==> config.mk <==
export PLATFORM = sky130hd
export DESIGN_NAME = axi_burst_addr_gen_flat
export DESIGN_NICKNAME = d
export VERILOG_FILES = /design/src/rtl/axi_func_pkg.sv /design/src/rtl/axi_burst_addr_gen_if.sv /design/src/rtl/axi_beat_addr_calc.sv /design/src/rtl/axi_burst_addr_gen.sv /design/src/flat_wrapper.sv
export SDC_FILE = /design/constraint.sdc
export NUM_CORES = 1
export LEC_CHECK = 0
export ABC_AREA = 1
export CORE_MARGIN = 1.5
export CORE_UTILIZATION = 39
export DETAILED_ROUTE_END_ITERATION = 16
export GPL_TIMING_DRIVEN = 0
export PLACE_DENSITY = 0.71
export SETUP_SLACK_MARGIN = 0.2
export SYNTH_ARGS = -nofsm -noshare
export SYNTH_HDL_FRONTEND = slang
export SYNTH_SLANG_ARGS = --single-unit
==> constraint.sdc <==
create_clock -name ACLK -period 3.1 [get_ports ACLK]
set_input_delay 0.62 -clock ACLK [delete_from_list [all_inputs] [get_ports ACLK]]
set_output_delay 0.62 -clock ACLK [all_outputs]
set_load 0.05 [all_outputs]
==> src/rtl/axi_func_pkg.sv <==
// Shared AXI widths, burst/state enums and alignment, byte-lane and wrap-boundary helpers.
package axi_func_pkg;

    localparam int DATA_WIDTH = 32;
    localparam int ADDR_WIDTH = 16;
    localparam int ID_WIDTH   = 12;
    localparam int NB         = DATA_WIDTH / 8;
    localparam int SIZE_MAX   = $clog2(NB);

    typedef enum logic [1:0] {FIXED, INCR, WRAP, RSVD} axi_burst_e;
    typedef enum logic {IDLE, BURST} gen_state_e;

    typedef logic [ADDR_WIDTH-1:0] addr_t;

    function automatic addr_t aligned_address(input addr_t a, input logic [2:0] size);
        addr_t mask;
        mask = (ADDR_WIDTH'(1) << size) - ADDR_WIDTH'(1);
        return a & ~mask;
    endfunction

    function automatic logic [NB-1:0] byte_lane_o(input addr_t a);
        addr_t t;
        t = a & ADDR_WIDTH'(NB - 1);
        return t[NB-1:0];
    endfunction

    // The first beat of an unaligned burst starts mid-word and ends at the size boundary.
    function automatic logic [NB-1:0] byte_lane_n(input addr_t a, input logic [2:0] size,
                                                  input logic first);
        addr_t nbytes;
        addr_t t;
        nbytes = ADDR_WIDTH'(1) << size;
        if (first)
            t = aligned_address(a, size) + nbytes - ADDR_WIDTH'(1)
                - (a & ~ADDR_WIDTH'(NB - 1));
        else
            t = (a & ADDR_WIDTH'(NB - 1)) + nbytes - ADDR_WIDTH'(1);
        return t[NB-1:0];
    endfunction

    function automatic addr_t lower_wrap_boundry(input addr_t a, input logic [2:0] size,
                                                 input logic [7:0] len);
        addr_t ws;
        ws = (ADDR_WIDTH'(len) + ADDR_WIDTH'(1)) << size;
        return a & ~(ws - ADDR_WIDTH'(1));
    endfunction

    function automatic addr_t upper_wrap_boundry(input addr_t a, input logic [2:0] size,
                                                 input logic [7:0] len);
        addr_t ws;
        ws = (ADDR_WIDTH'(len) + ADDR_WIDTH'(1)) << size;
        return lower_wrap_boundry(a, size, len) + ws;
    endfunction

endpackage

==> src/rtl/axi_burst_addr_gen_if.sv <==
// AW input channel plus per-beat descriptor output channel of the burst expander.
interface axi_burst_addr_gen_if;
    import axi_func_pkg::*;

    logic                  s_awvalid;
    logic                  s_awready;
    logic [ADDR_WIDTH-1:0] s_awaddr;
    logic [7:0]            s_awlen;
    logic [2:0]            s_awsize;
    logic [1:0]            s_awburst;
    logic [ID_WIDTH-1:0]   s_awid;

    logic                  m_valid;
    logic                  m_ready;
    logic [ADDR_WIDTH-1:0] m_addr;
    logic [ID_WIDTH-1:0]   m_id;
    logic [NB-1:0]         m_lower_lane;
    logic [NB-1:0]         m_upper_lane;
    logic [NB-1:0]         m_strb;
    logic [7:0]            m_beat;
    logic                  m_last;
    logic                  m_err;

    modport slave (
        input  s_awvalid, s_awaddr, s_awlen, s_awsize, s_awburst, s_awid, m_ready,
        output s_awready, m_valid, m_addr, m_id, m_lower_lane, m_upper_lane,
        output m_strb, m_beat, m_last, m_err
    );

    modport master (
        output s_awvalid, s_awaddr, s_awlen, s_awsize, s_awburst, s_awid, m_ready,
        input  s_awready, m_valid, m_addr, m_id, m_lower_lane, m_upper_lane,
        input  m_strb, m_beat, m_last, m_err
    );

endinterface

==> src/rtl/axi_beat_addr_calc.sv <==
// Combinational beat address, byte-lane and strobe calculation.
// Wrap-boundary handling only exists when AXI_WRAP_BURST_EN is defined.
module axi_beat_addr_calc
    import axi_func_pkg::*;
(
    input  logic [ADDR_WIDTH-1:0] addr,
    input  logic [2:0]            size,
    input  logic [1:0]            burst,
    input  logic                  load,
`ifdef AXI_WRAP_BURST_EN
    input  logic [ADDR_WIDTH-1:0] wrap_lo,
    input  logic [ADDR_WIDTH-1:0] wrap_hi,
`endif
    output logic [ADDR_WIDTH-1:0] beat_addr,
    output logic [NB-1:0]         lower,
    output logic [NB-1:0]         upper,
    output logic [NB-1:0]         strb
);

    logic [ADDR_WIDTH-1:0] step;
    logic                  first;

    // load: lanes for addr itself; otherwise the following beat of the burst
    always_comb begin
        step      = aligned_address(addr, size) + (ADDR_WIDTH'(1) << size);
        beat_addr = addr;
        first     = 1'b1;
        if (!load && burst != FIXED) begin
            first     = 1'b0;
            beat_addr = step;
`ifdef AXI_WRAP_BURST_EN
            if (burst == WRAP && step == wrap_hi)
                beat_addr = wrap_lo;
`endif
        end
        lower = byte_lane_o(beat_addr);
        upper = byte_lane_n(beat_addr, size, first);
        for (int i = 0; i < NB; i++)
            strb[i] = (NB'(i) >= lower) && (NB'(i) <= upper);
    end

endmodule

==> src/rtl/axi_burst_addr_gen.sv <==
// AXI AW burst expander: one registered descriptor per write data beat.
// Define AXI_WRAP_BURST_EN to execute WRAP bursts; otherwise they run as INCR.
module axi_burst_addr_gen
    import axi_func_pkg::*;
(
    input logic               ACLK,
    input logic               ARESETn,
    axi_burst_addr_gen_if.slave bus
);

    localparam logic [0:0] ST_IDLE  = IDLE;
    localparam logic [0:0] ST_BURST = BURST;

    logic [0:0]            state;
    logic [2:0]            size_q;
    logic [1:0]            burst_q;
    logic [7:0]            len_q;
    logic                  aw_hs;
    logic                  load;
    logic [2:0]            size_eff;
    logic [1:0]            burst_eff;
    logic                  wrap_ok;
    logic                  err;
    logic [ADDR_WIDTH-1:0] calc_addr;
    logic [2:0]            calc_size;
    logic [1:0]            calc_burst;
    logic [ADDR_WIDTH-1:0] beat_addr;
    logic [NB-1:0]         lower;
    logic [NB-1:0]         upper;
    logic [NB-1:0]         strb;

    assign aw_hs    = bus.s_awvalid & bus.s_awready;
    assign load     = (state == ST_IDLE);
    assign size_eff = (bus.s_awsize > 3'(SIZE_MAX)) ? 3'(SIZE_MAX) : bus.s_awsize;

`ifdef AXI_WRAP_BURST_EN
    logic [ADDR_WIDTH-1:0] wrap_lo_q;
    logic [ADDR_WIDTH-1:0] wrap_hi_q;

    assign wrap_ok = (bus.s_awlen == 8'd1 || bus.s_awlen == 8'd3 ||
                      bus.s_awlen == 8'd7 || bus.s_awlen == 8'd15) &&
                     (bus.s_awaddr == aligned_address(bus.s_awaddr, size_eff));
`else
    assign wrap_ok = 1'b0;
`endif

    always_comb begin
        burst_eff = INCR;
        unique case (1'b1)
            (bus.s_awburst == FIXED): burst_eff = FIXED;
            (bus.s_awburst == WRAP):  burst_eff = wrap_ok ? WRAP : INCR;
            default:                  burst_eff = INCR;
        endcase
    end

    assign err = (bus.s_awsize > 3'(SIZE_MAX)) || (bus.s_awburst == RSVD) ||
                 (bus.s_awburst == WRAP && !wrap_ok);

    assign calc_addr  = load ? bus.s_awaddr : bus.m_addr;
    assign calc_size  = load ? size_eff : size_q;
    assign calc_burst = load ? burst_eff : burst_q;

    axi_beat_addr_calc u_calc (
        .addr      (calc_addr),
        .size      (calc_size),
        .burst     (calc_burst),
        .load      (load),
`ifdef AXI_WRAP_BURST_EN
        .wrap_lo   (wrap_lo_q),
        .wrap_hi   (wrap_hi_q),
`endif
        .beat_addr (beat_addr),
        .lower     (lower),
        .upper     (upper),
        .strb      (strb)
    );

    always_ff @(posedge ACLK or negedge ARESETn) begin
        if (!ARESETn) begin
            state            <= ST_IDLE;
            size_q           <= '0;
            burst_q          <= '0;
            len_q            <= '0;
            bus.s_awready    <= 1'b1;
            bus.m_valid      <= 1'b0;
            bus.m_addr       <= '0;
            bus.m_id         <= '0;
            bus.m_lower_lane <= '0;
            bus.m_upper_lane <= '0;
            bus.m_strb       <= '0;
            bus.m_beat       <= '0;
            bus.m_last       <= 1'b0;
            bus.m_err        <= 1'b0;
        end else begin
            bus.m_err <= 1'b0;
            if (state == ST_IDLE) begin
                if (aw_hs) begin
                    state            <= ST_BURST;
                    size_q           <= size_eff;
                    burst_q          <= burst_eff;
                    len_q            <= bus.s_awlen;
                    bus.s_awready    <= 1'b0;
                    bus.m_valid      <= 1'b1;
                    bus.m_addr       <= beat_addr;
                    bus.m_id         <= bus.s_awid;
                    bus.m_lower_lane <= lower;
                    bus.m_upper_lane <= upper;
                    bus.m_strb       <= strb;
                    bus.m_beat       <= 8'd0;
                    bus.m_last       <= (bus.s_awlen == 8'd0);
                    bus.m_err        <= err;
                end
            end else if (bus.m_ready) begin
                if (bus.m_last) begin
                    state         <= ST_IDLE;
                    bus.s_awready <= 1'b1;
                    bus.m_valid   <= 1'b0;
                end else begin
                    bus.m_addr       <= beat_addr;
                    bus.m_lower_lane <= lower;
                    bus.m_upper_lane <= upper;
                    bus.m_strb       <= strb;
                    bus.m_beat       <= bus.m_beat + 8'd1;
                    bus.m_last       <= (bus.m_beat + 8'd1 == len_q);
                end
            end
        end
    end

`ifdef AXI_WRAP_BURST_EN
    always_ff @(posedge ACLK or negedge ARESETn) begin
        if (!ARESETn) begin
            wrap_lo_q <= '0;
            wrap_hi_q <= '0;
        end else if (aw_hs) begin
            wrap_lo_q <= lower_wrap_boundry(bus.s_awaddr, size_eff, bus.s_awlen);
            wrap_hi_q <= upper_wrap_boundry(bus.s_awaddr, size_eff, bus.s_awlen);
        end
    end
`endif

endmodule

==> src/flat_wrapper.sv <==
// flat-port wrapper written by rule: the top's interface ports become plain ports
module axi_burst_addr_gen_flat import axi_func_pkg::*;
  (ACLK, ARESETn, bus_s_awvalid, bus_s_awaddr, bus_s_awlen, bus_s_awsize, bus_s_awburst, bus_s_awid, bus_m_ready, bus_s_awready, bus_m_valid, bus_m_addr, bus_m_id, bus_m_lower_lane, bus_m_upper_lane, bus_m_strb, bus_m_beat, bus_m_last, bus_m_err);
  axi_burst_addr_gen_if bus_i ();
  input logic ACLK;
  input logic ARESETn;
  input wire logic [$bits(bus_i.s_awvalid)-1:0] bus_s_awvalid;
  input wire logic [$bits(bus_i.s_awaddr)-1:0] bus_s_awaddr;
  input wire logic [$bits(bus_i.s_awlen)-1:0] bus_s_awlen;
  input wire logic [$bits(bus_i.s_awsize)-1:0] bus_s_awsize;
  input wire logic [$bits(bus_i.s_awburst)-1:0] bus_s_awburst;
  input wire logic [$bits(bus_i.s_awid)-1:0] bus_s_awid;
  input wire logic [$bits(bus_i.m_ready)-1:0] bus_m_ready;
  output wire logic [$bits(bus_i.s_awready)-1:0] bus_s_awready;
  output wire logic [$bits(bus_i.m_valid)-1:0] bus_m_valid;
  output wire logic [$bits(bus_i.m_addr)-1:0] bus_m_addr;
  output wire logic [$bits(bus_i.m_id)-1:0] bus_m_id;
  output wire logic [$bits(bus_i.m_lower_lane)-1:0] bus_m_lower_lane;
  output wire logic [$bits(bus_i.m_upper_lane)-1:0] bus_m_upper_lane;
  output wire logic [$bits(bus_i.m_strb)-1:0] bus_m_strb;
  output wire logic [$bits(bus_i.m_beat)-1:0] bus_m_beat;
  output wire logic [$bits(bus_i.m_last)-1:0] bus_m_last;
  output wire logic [$bits(bus_i.m_err)-1:0] bus_m_err;
  assign bus_i.s_awvalid = bus_s_awvalid;
  assign bus_i.s_awaddr = bus_s_awaddr;
  assign bus_i.s_awlen = bus_s_awlen;
  assign bus_i.s_awsize = bus_s_awsize;
  assign bus_i.s_awburst = bus_s_awburst;
  assign bus_i.s_awid = bus_s_awid;
  assign bus_i.m_ready = bus_m_ready;
  assign bus_s_awready = bus_i.s_awready;
  assign bus_m_valid = bus_i.m_valid;
  assign bus_m_addr = bus_i.m_addr;
  assign bus_m_id = bus_i.m_id;
  assign bus_m_lower_lane = bus_i.m_lower_lane;
  assign bus_m_upper_lane = bus_i.m_upper_lane;
  assign bus_m_strb = bus_i.m_strb;
  assign bus_m_beat = bus_i.m_beat;
  assign bus_m_last = bus_i.m_last;
  assign bus_m_err = bus_i.m_err;
  axi_burst_addr_gen u_core (.ACLK(ACLK), .ARESETn(ARESETn), .bus(bus_i));
endmodule
==> results of run 1 <==
## logic make-up after synthesis
logic type	after synthesis	share of synthesized area, %
xor gates and xnor gates	17	3.65
other	1	0.0920
DFF	61	37.5
adders and majority gates	15	4.97
muxes	7	1.72
buffers and inverters	89	9.36
and+or+nand+nor	281	31.5
AOI/OAI and AO/OA	76	11.3
## cell usage after synthesis (5+ instances only)
| master | n | share of area [%] |
|---|---|---|
| nand2_1 | 173 | 16 |
| dfrtp_1 | 60 | 37 |
| inv_1 | 57 | 5.2 |
| nor2_1 | 36 | 3.3 |
| o21ai_0 | 33 | 4.1 |
| nand3_1 | 20 | 2.5 |
| nand2_2 | 17 | 2.6 |
| ha_1 | 13 | 4.0 |
| xor2_1 | 11 | 2.4 |
| clkbuf_1 | 10 | 0.92 |
| inv_2 | 10 | 0.92 |
| a21oi_1 | 8 | 0.98 |
| mux2i_1 | 7 | 1.7 |
| o21ai_1 | 7 | 0.86 |
| nand4_1 | 6 | 0.92 |
| o22ai_1 | 6 | 0.92 |
| xnor2_1 | 6 | 1.3 |
| nand3_2 | 5 | 1.2 |
| nor2_2 | 5 | 0.77 |
## placed cells by master (no fill, tap or decap), types with 5 or more instances in the layout
master	instances
a21oi_1	6
buf_2	5
buf_4	43
buf_6	15
clkbuf_1	11
clkbuf_8	9
clkdlybuf4s50_1	90
dfrtp_1	60
ha_1	7
inv_1	49
inv_2	16
mux2i_1	6
nand2_1	154
nand2_2	29
nand2_4	11
nand3_1	14
nand3_2	10
nand4_1	6
nor2_1	31
nor2_2	7
nor2_4	7
o21ai_0	25
o21ai_1	12
o21ai_2	6
o22ai_1	6
xor2_1	11
## flip-flops by register name (all words and copies together), names as in the netlist
register / cells
u_core.len_q: 8
u_core.bus.m_addr: 16
u_core.bus.m_valid: 1
u_core.bus.m_strb: 4
u_core.bus.m_last: 1
u_core.bus.m_upper_lane: 4
u_core.bus.m_err: 1
u_core.bus.s_awready: 1
u_core.size_q: 3
u_core.burst_q: 1
u_core.bus.m_id: 12
u_core.bus.m_beat: 8
u_core.state: 1
## layout make-up
type | instances | area [µm²] | share of cell area (%)
Clock buffer | 10 | 128 | 2.09
Timing Repair Buffer | 145 | 1360 | 22.3
Clock inverter | 6 | 72.6 | 1.19
Inverter | 68 | 268 | 4.38
Tap cell | 136 | 170 | 2.78
Sequential cell | 61 | 1530 | 25.0
Buffer | 21 | 140 | 2.29
Multi-Input combinational cell | 398 | 2450 | 40.0
## through the flow
stage,setup WS (ns),utilization [%],cells,area (µm²)
after floorplan,-0.0758,-,548,4110
after global placement,-1.00,51.0,778,5220
after detailed placement,-1.07,51.0,778,5220
after CTS,-0.00686,57.8,838,5920
after global routing,-0.369,59.8,845,6110
final,-0.170,59.8,845,6110
## routing by layer
metal	global-route usage (%)	share of wire (%)	wire length, µm
met2	38.2	49	6110
met4	9.00	2.5	305
met3	6.62	7.4	914
met1	27.7	41	5080
met5	0	0	0
## worst max-delay path: cells and delay by family (launching register included)
| family | cells | cell delay (ns) |
|---|---|---|
| buffers and inverters | 10 | 1.34 |
| AND/OR/NAND/NOR | 7 | 0.79 |
| adder cells (fa/ha/maj) | 1 | 0.44 |
| flip-flops | 1 | 0.38 |
| XOR/XNOR | 1 | 0.17 |
| AO/OA/AOI/OAI | 1 | 0.05 |
## repair_timing
item	4_1_cts	5_1_grt
pin swaps	42	45
gates resized for setup	57	44
endpoints found under the hold margin	0	0
setup buffers	44	7
endpoints found under the setup margin	17	17
## worst max-delay path by stage
stage                          from                     to  cells past startpoint
floorplan           bus_s_awsize[1]   u_core.bus.m_strb[3]                     24
detailed placement  bus_s_awsize[2]  u_core.bus.m_addr[14]                     18
CTS                    u_core.state   u_core.bus.m_strb[3]                     26
finish                 u_core.state   u_core.bus.m_strb[1]                     20
global placement    bus_s_awsize[2]  u_core.bus.m_addr[14]                     19
global route           u_core.state   u_core.bus.m_strb[1]                     26
==> impl_metrics.csv, run 1 <==
group,metric,value,unit
layout,fillers,882,
critical_path,r2r-end,"u_core.bus.m_strb[1]",
clock_tree,htree_levels,3,
detailed_routing,detail-route-antenna-nets,0,
detailed_routing,vias_per_cell,4.98,
critical_path,critPathKind,"reg2reg",
critical_path,worstPathMaxFanout,7,
timing,period_minus_slack,3.27,ns
clock_tree,max-clock-path-buffers,2,
critical_path,reg2reg_depth,20,
detailed_routing,drt-total-wl,12.4,mm
synth,synth_edf_count,0,
critical_path,end_kind,"register",
die,die_h,105,µm
die,start_util,39.9,%
clock_tree,cts_tree,"yes",
timing,slew_headroom,46.5,%
synth,synth-seq-cells,61,
clock_tree,cts_made_buffers,9,
global_routing,antenna_found_initial,0,
timing,fin_crit_sh,105,%
status,violations,"negative setup slack",
synth,ys_seq_area_share,37.5,%
timing,hold_viol_final,0,
placed_design,place.gp.congestion,0.924,
job,cap_violations,0,
layout,drive_above_1_share,27.2,%
synth,async_flop_share,100,%
synth,syn-mean-instance-area,7.45,µm²
critical_path,rr_startpoint,"u_core.state",
timing,fin_worst_skew,0.00924,ns
detailed_routing,drc,0,
die,die-area,11100,µm²
timing,fmax,306,MHz
die,rows,37,
detailed_routing,dr.pass1.iters,4,
hold_path,hold_class,"in2async",
placed_design,post-dp-hpwl,8.13,mm
die,ios,97,
global_routing,grt_max_degree,62,
critical_path,worst-r2r-setup-slack,-0.17,ns
die,core,10200,µm²
timing,worst_pin_slew,0.803,ns
layout,area_growth,49.9,%
layout,fin_nets,764,
detailed_routing,wl_per_cell,14.7,µm
critical_path,crit_chain,"buf_6 > inv_8 > o21ai_2 > nand2_2 > buf_4 > nand4_1 > buf_4 > buf_4 > buf_4 > buf_4 > buf_4 > buf_4 > buf_4 > fa_1 > xor2_1 > nand2_1 > nand2_2 > nand4_1 > nand2_1 > nand2_1",
timing,whs,0.316,ns
layout,antenna_cells,0,
timing,fin_ws,-0.170,ns
critical_path,crit_required,3.35,ns
timing,rsz0062_at_grt,"yes",
detailed_routing,drt_iter0_markers,286,
critical_path,critPathLaunchType,"register",
synth,synthesis.area,4080,µm²
placed_design,port_buffers,94,
clock_tree,clk_pin_slew,0.08,ns
global_routing,overflow,0,
timing,drv_slew,0,
detailed_routing,vias,4204,
global_routing,grt_pass1_wl,20.1,mm
synth,synthCells,547,
synth,post_synth_num_cell_types,48,
status,status,"complete, but fails checks",
synth,synth_top_flop_cell,"dfrtp_1",
critical_path,critPathSlowestCell,"fa_1",
die,die_x,105,µm
timing,tns,-1.16,ns
clock_tree,cts_root_buffer,"clkbuf_8",
critical_path,worstPathArrival,3.52,ns
clock_tree,cts.sinks,61,
critical_path,cpPeakStageDelay,0.44,ns
timing,setup_violations,12,
clock_tree,clkLatencyLatePin,0.36,ns
global_routing,grt_pass1_vias,4253,
synth,ys_warn_count,0,
clock_tree,hold_buffers,0,
global_routing,gr-usage-all-layers,22.8,%
critical_path,crit_top_cell,"buf_4",
Power of run 1 is not shown: default switching activity piles up to over one toggle a cycle in this logic, so the estimate is an artifact.
==> inputs of run 2 (changes only) <==
ABC_AREA = 0   (was 1)
PLACE_DENSITY = 0.7   (was 0.71)
==> impl_metrics.csv, run 2 <==
group,metric,value,unit
status,status,"complete, but fails checks",
status,violations,"negative setup slack",
critical_path,worstPathArrival,4.60,ns
critical_path,crit_required,3.40,ns
layout,area_growth,43.8,%
timing,fin_ws,-1.20,ns
critical_path,reg2reg_depth,20,
synth,yosysMostFrequentCell,"nand2_1",
timing,setup_violations,17,
global_routing,grt_pass1_wl,22.1,mm
die,die_h,106,µm
synth,synth_edf_count,0,
timing,fin_worst_skew,0.0123,ns
critical_path,worst-r2r-setup-slack,-1.20,ns
layout,largest-register,"u_core.bus.m_addr",
global_routing,gr-usage-all-layers,25.1,%
global_routing,antenna_found_initial,0,
clock_tree,htree_levels,3,
timing,period_minus_slack,4.30,ns
synth,post_synth_num_cell_types,71,
detailed_routing,wl_per_cell,17.2,µm
synth,ys_seq_area_share,36.9,%
synth,synth-seq-cells,61,
placed_design,placed_area,5320,µm²
layout,drive_above_1_share,18.1,%
power_and_ir_drop,p_comb_share,14.7,%
power_and_ir_drop,ir_drop,0.000187,V
critical_path,rr_startpoint,"u_core.state",
synth,ys_warn_count,0,
layout,fin_nets,708,
synth,synthesis.area,4140,µm²
layout,regArea,1530,µm²
power_and_ir_drop,p_clk_share,41.0,%
detailed_routing,dr.pass1.iters,5,
synth,synthTopCellsByArea,"dfrtp_1 36%, nand2_1 11%, o21ai_0 4.4%",
timing,hold_viol_final,0,
power_and_ir_drop,p_leak,0.00260,µW
synth,async_flop_share,100,%
critical_path,end_kind,"register",
synth,yosysTopAreaCellShare,36.3,%
critical_path,critPathSlowestCell,"or4b_4",
die,start_util,40.1,%
timing,slew_headroom,46.5,%
clock_tree,clk_pin_slew,0.08,ns
layout,reg_top3,"u_core.bus.m_addr (16), u_core.bus.m_id (12)",
synth,synth_area_leader_cell,"dfrtp_1",
power_and_ir_drop,p_sw_share,27.6,%
clock_tree,clkLatencyLatePin,0.36,ns
clock_tree,cts.sinks,61,
global_routing,grt_pass1_vias,4374,
layout,multi_input_area,2640,µm²
synth,yosys-top-cells-count,"123 x nand2_1, 60 x dfrtp_1, 36 x o21ai_0",
clock_tree,cts_made_buffers,9,
power_and_ir_drop,p_switching,494,µW
detailed_routing,drt_iter0_markers,264,
die,die_x,106,µm
layout,mostFrequentLayoutCell,"nand2_1",
die,die-area,11200,µm²
timing,drv_slew,0,
timing,fmax,232,MHz
synth,synthCells,510,
die,rows,37,
power_and_ir_drop,p_int,1300,µW
power_and_ir_drop,p_seq_share,44.3,%
die,core,10300,µm²
clock_tree,cts_tree,"yes",
layout,largest_reg_flops,16,
detailed_routing,vias_per_cell,5.57,
layout,antenna_cells,0,
critical_path,critPathLaunchType,"register",
critical_path,crit_start,"u_core.state",
clock_tree,max-clock-path-buffers,2,
detailed_routing,detail-route-antenna-nets,0,
detailed_routing,drt-total-wl,13.6,mm
layout,final_util,57.7,%
clock_tree,cts_root_buffer,"clkbuf_8",
layout,layout_common_cells,"117 x nand2_1, 90 x clkdlybuf4s50_1, 60 x dfrtp_1, 34 x o21ai_0, 32 x nor2_1",
global_routing,grt_max_degree,62,
timing,rsz0062_at_grt,"yes",
timing,worst_pin_slew,0.802,ns
critical_path,crit_chain,"buf_6 > or4b_4 > nand2_4 > nand2_4 > ha_4 > inv_4 > a211oi_4 > a21oi_2 > xnor2_1 > a21oi_1 > a31oi_2 > mux2i_2 > fa_2 > inv_2 > or4b_1 > o211ai_1 > buf_4 > a221oi_2 > a311oi_1 > o22a_1",
placed_design,place.gp.congestion,0.919,
hold_path,hold_class,"in2async",
critical_path,worstPathMaxFanout,4,
critical_path,crit_top_cell,"nand2_4",
die,ios,97,
critical_path,cpPeakStageDelay,0.55,ns
detailed_routing,vias,4391,
synth,synth_top_flop_cell,"dfrtp_1",
layout,fin_area,5950,µm²
job,cap_violations,0,
global_routing,overflow,0,
placed_design,post-dp-hpwl,9.41,mm
timing,fin_crit_sh,139,%
power_and_ir_drop,power.density,301,nW/µm²
synth,syn-mean-instance-area,8.12,µm²
critical_path,critPathKind,"reg2reg",
placed_design,pre_cts_slack,-1.93,ns
detailed_routing,drc,0,
layout,fillers,949,
placed_design,port_buffers,94,
[run 2: worst paths after layout]
path,to
max,u_core.bus.m_upper_lane[3]
min,u_core.bus.m_addr[1]
max reg2reg,u_core.bus.m_upper_lane[3]
min reg2reg,u_core.bus.m_strb[0]
max in group asynchronous,u_core.bus.m_beat[2]
min in group ACLK,u_core.bus.m_strb[0]
[run 2: cell families (layout without fill, tap and decap cells)]
family                     Yosys count  after routing  synth area share [%]
adders and majority gates           15             15                  4.90
and+or+nand+nor                    230            230                  25.9
buffers and inverters               42            184                  4.65
DFF                                 61             61                  36.9
AOI/OAI and AO/OA                  122            122                  18.7
muxes                               16             16                  4.02
other                                1              2                0.0906
xor gates and xnor gates            23             23                  4.87
[run 2: layer usage]
metal  up-vias  track usage [%]  routed length [µm]
met5         -                0                   0
met4         0             11.4                 431
met3        34             5.33                1030
met2       191             40.3                6310
met1      2101             32.5                5800
li1       2065                -                   -
[run 2: what timing repair did]
action / CTS / global route
hold buffers: 0 / 0
endpoints found under the hold margin: 0 / 0
resized for setup: 48 / 14
setup buffers: 30 / 2
setup endpoints to repair: 21 / 26
pin swaps: 30 / 13
[run 2: through the flow]
stage          instances  total power [µW]  hold WS, ns  TNS (ns)
6_report             789              1790        0.343    -11.80
3_3_place_gp         741              1020        0.450    -64.36
5_1_grt              789              1860        0.423    -14.16
4_1_cts              787              1790        0.385     -9.93
3_5_place_dp         741              1020        0.455    -24.20
2_1_floorplan        511               919        0.324     -8.76
[run 2: worst max-delay path, delay by kind of cell (launching register included)]
| family | cells | cell delay (ns) |
|---|---|---|
| xor gates and xnor gates | 1 | 0.18 |
| buffers and inverters | 4 | 0.42 |
| DFF | 1 | 0.40 |
| adders and majority gates | 2 | 0.53 |
| AOI/OAI and AO/OA | 8 | 1.27 |
| muxes | 1 | 0.26 |
| and+or+nand+nor | 4 | 1.17 |
[run 2: power groups by stage]
stage	clock, µW	combinational, µW	sequential, µW
after floorplan	0	108	811
after global routing	774	286	795
final	735	264	795
after detailed placement	0	209	811
after global placement	0	206	811
after CTS	742	249	795
[run 2: area by class of cell]
cell class,count,share of cell area [%]
Buffer,28,2.54
Clock buffer,10,2.14
Clock inverter,6,1.07
Inverter,14,0.967
Multi-Input combinational cell,408,44.3
Sequential cell,61,25.7
Tap cell,136,2.86
Timing Repair Buffer,126,20.4
Note: power is estimated with default switching activity, not from simulation.
==> inputs of run 3 (changes only) <==
ABC_AREA = not set   (was 0)
TNS_END_PERCENT = 100   (was not set)
==> results of run 3 <==
No change in the layout: final DEF, timing and power equal those of run 2.
